File: config.mk
export PLATFORM = sky130hd
export DESIGN_NAME = enable_counter
export DESIGN_NICKNAME = d
export VERILOG_FILES = /design/src/rtl/enable_counter_pkg.sv /design/src/rtl/enable_counter.sv
export SDC_FILE = /design/constraint.sdc
export NUM_CORES = 1
export LEC_CHECK = 0
export ABC_CLOCK_PERIOD_IN_PS = 1300
export CAP_MARGIN = 30
export CORE_AREA = 8 8 45 47
export DETAILED_ROUTE_END_ITERATION = 6
export DIE_AREA = 0 0 53 55
export SETUP_SLACK_MARGIN = 0.2
export SYNTH_ARGS = -nofsm -noshare
export SYNTH_HDL_FRONTEND = slang
export SYNTH_SLANG_ARGS = --single-unit
File: constraint.sdc
create_clock -name clk -period 1.3 [get_ports clk]
set_clock_uncertainty 0.1 [all_clocks]
set_input_delay 0.13 -clock clk [delete_from_list [all_inputs] [get_ports clk]]
set_output_delay 0.13 -clock clk [all_outputs]
set_load 0.02 [all_outputs]
File: src/rtl/enable_counter_pkg.sv
// Shared definitions for the enable_counter block: default sizing and the
// parameter legality rule used at elaboration.
package enable_counter_pkg;

    localparam int unsigned DEFAULT_WIDTH = 4;
    localparam int unsigned MAX_WIDTH     = 31;

    // Legal when 1 <= width <= MAX_WIDTH and 2 <= modulus <= 2**width.
    function automatic bit counter_params_legal(input int unsigned width,
                                                input int unsigned modulus);
        if (width < 1 || width > MAX_WIDTH) begin
            return 1'b0;
        end
        return (modulus >= 2) && (modulus <= (32'd1 << width));
    endfunction

endpackage

File: src/rtl/enable_counter.sv
// Gated up-counter modulo MODULUS with an asynchronous active-low reset.
// The count is the only state and is presented directly as a registered output.
module enable_counter
    import enable_counter_pkg::*;
#(
    parameter int unsigned WIDTH   = DEFAULT_WIDTH,
    parameter int unsigned MODULUS = 2 ** WIDTH
) (
    input  logic             clk,
    input  logic             enable,
    input  logic             reset,
    output logic [WIDTH-1:0] data
);

    localparam logic [WIDTH-1:0] COUNT_MAX = WIDTH'(MODULUS - 1);

    logic [WIDTH-1:0] count_next;

    // Reject illegal sizing before anything is built.
    if (!counter_params_legal(WIDTH, MODULUS)) begin : g_param_check
        $error("enable_counter: illegal WIDTH=%0d / MODULUS=%0d", WIDTH, MODULUS);
    end

    // Increment with wrap at MODULUS-1; hold when not enabled.
    always_comb begin
        count_next = data;
        if (enable) begin
            if (data == COUNT_MAX) begin
                count_next = '0;
            end else begin
                count_next = data + WIDTH'(1);
            end
        end
    end

    always_ff @(posedge clk or negedge reset) begin
        if (!reset) begin
            data <= '0;
        end else begin
            data <= count_next;
        end
    end

`ifndef SYNTHESIS
    // An unknown enable only matters while the counter is out of reset.
    always_ff @(posedge clk) begin
        if (reset) begin
            assert (!$isunknown(enable))
            else $error("enable_counter: enable is X/Z while out of reset");
        end
    end
`endif

endmodule

==> flow_metrics.tcl <==
set metrics [dict create \
    track_usage_pct 3.726 \
    slew_headroom_pct 85.31 \
    finalSetupViolCount 0 \
    start_util_pct 13.02 \
    rows 14 \
    synthCells 17 \
    wl_per_cell_um 9.979 \
    seq_area_um2 102.6 \
    arrival_ns 1.15 \
    dr.pass1.iters 3 \
    largestRegisters "data: 4 flops" \
    synth.distinct_cells 11 \
    yosysSeqAreaShare_pct 55.56 \
    start_kind "flip-flop" \
    p_total_mw 0.7767 \
    crit_chain "ha_4 -> mux2_4" \
    finalSetupTns_ns 0 \
    ys_ff_latch 4 \
    cts_tree "done" \
    place.port_buffers 6 \
    fp.dieH_um 55 \
    ant_nets 0 \
    htree_levels 1 \
    largest_reg_flops 4 \
    leakagePower_nw 0.1393 \
    avgSynthCellArea_um2 10.60 \
    first_global_vias 177 \
    syn_to_final_growth_pct 78.47 \
    fin_crit_ns 1.131 \
    ir_worst_vdd_mv 0.4673 \
    grt_max_degree 7 \
    dpl.hpwl_um 296.3 \
    remaining_drc_errors 0 \
    clock.fmax_mhz 884.0 \
    clock_path_buffers 2 \
    core_um2 1384 \
    place_ws_ns 0.01756 \
    diodes 0 \
    via_per_inst 3.681 \
    fin_nets 36 \
    place_congestion 0.6845 \
    cts.clk_slew.worst_paths_ns 0.04 \
    drive_gt1_share_pct 48.39 \
    synth_fp_nets 21 \
    finalWorstSetupSlack_ns 0.1687 \
    multiInputGateArea_um2 96.34 \
    antenna_found_initial 0 \
    fin_crit_sh_pct 87.02 \
    path_class "flip-flop to flip-flop" \
    cap_violations 0 \
    required_ns 1.32 \
    drt_iter0_markers 2 \
    grt.overflow.total 0 \
    ys_warn_count 0 \
    cpPeakStageDelay_ns 0.43 \
    path_max_fanout 3 \
    regMostFlops "data" \
    drv_slew 0 \
    end_kind "flip-flop" \
    vias 173 \
    cts_sinks 4 \
    boundaryPins 7 \
    slowest_stage "dfrtp_2" \
    cts_root_buf "clkbuf_4" \
    pwr_density_cell_nw_per_um2 2415 \
    insertion_delay_ns 0.24 \
    worst_pin_slew_ns 0.2197 \
    fp.dieW_um 53 \
    hold_viol 0 \
    hold_class "flip-flop to flip-flop" \
    fill_cells 156 \
    grt_pass1_wl_um 703 \
    outcome "finished clean" \
    cts-buffers-inserted 3 \
    dieArea_um2 2915 \
    netlist_area_um2 180.2 \
    rsz0062_at_grt "yes" \
    timing.hold.ws_ns 0.3969 \
    drt-total-wl_um 469 \
]
==> critical path, delay by kind of cell (launching register included) <==
| family | cells | cell delay [ns] |
|---|---|---|
| adder cells (fa/ha/maj) | 1 | 0.24 |
| flip-flops | 1 | 0.43 |
| multiplexers | 1 | 0.25 |
==> synthesized netlist by cell type (all sizes together) <==
cell | instances | area [µm²]
nand2 | 2 | 7.510
ha | 1 | 12.51
inv | 1 | 3.750
o21ai | 3 | 15.01
xnor2 | 1 | 8.760
nand4 | 1 | 6.260
mux2 | 1 | 11.26
dfrtp | 4 | 100.1
a21oi | 1 | 5.000
nand3 | 2 | 10.01
==> layout make-up <==
| cell class | instances | area share, % |
|---|---|---|
| sequential | 4 | 31.91 |
| clock buffer | 4 | 8.171 |
| tap | 16 | 6.226 |
| multi-input combinational | 12 | 29.96 |
| inverter | 1 | 1.167 |
| timing repair buffer | 10 | 22.57 |
==> final timing paths <==
path / startpoint / endpoint / slack, ns / cells after the start
max reg2reg: data[0] / data[1] / 0.17 / 2
max in group asynchronous: reset / data[1] / 0.39 / 2
min in group asynchronous: reset / data[0] / 0.53 / 2
min reg2reg: data[3] / data[3] / 0.40 / 1
max: data[0] / data[1] / 0.17 / 2
min: data[3] / data[3] / 0.40 / 1
==> through the flow <==
stage	std cells	util, %	area [µm²]
CTS	46	22.15	306.5
floorplan	17	-	182.7
global route	47	23.24	321.6
detailed placement	40	19.53	270.3
global placement	40	19.53	270.3
finish	47	23.24	321.6
==> power by group <==
part           leakage, nW  internal (mW)  switching (mW)
Clock               0.0150          0.115          0.0514
Sequential          0.0461          0.184          0.0538
Combinational       0.0782          0.186           0.186
Total                0.139          0.485           0.292
==> what timing repair did <==
action | in CTS | in global routing
endpoints found under the setup margin | 6 | 6
buffers inserted | 1 | 1
pin swaps | 0 | 1
hold endpoints to repair | 4 | 0
gates cloned | 0 | 0
resized for setup | 14 | 5
hold buffers | 1 | 0
==> layout by cell type, fill, tap and decap left out <==
cell type        count
mux2_4               1
nand4_1              1
nand3_1              2
buf_2                4
xnor2_1              1
o21ai_0              1
dlygate4sd3_1        1
a21oi_2              1
clkbuf_4             3
inv_1                1
clkbuf_1             1
nand2_1              2
clkdlybuf4s50_1      2
ha_4                 1
dfrtp_2              2
dfrtp_1              2
buf_4                3
o21ai_1              2
==> routing by layer <==
metal	share of wire, %	routed length [µm]	up-vias	GRT usage (%)
met5	0	0	-	0
met2	46	215	4	4.492
met3	13	63	2	3.209
met4	1.1	5	0	5.172
li1	-	-	87	-
met1	39	185	80	3.216
==> cell families after synthesis <==
kind of cell / synth area share (%)
buffers and inverters: 2.081
xor gates and xnor gates: 4.862
AOI/OAI and AO/OA: 11.11
adders and majority gates: 6.943
DFF: 55.56
and+or+nand+nor: 13.20
muxes: 6.250
Note: power is estimated with default switching activity, not from simulation.
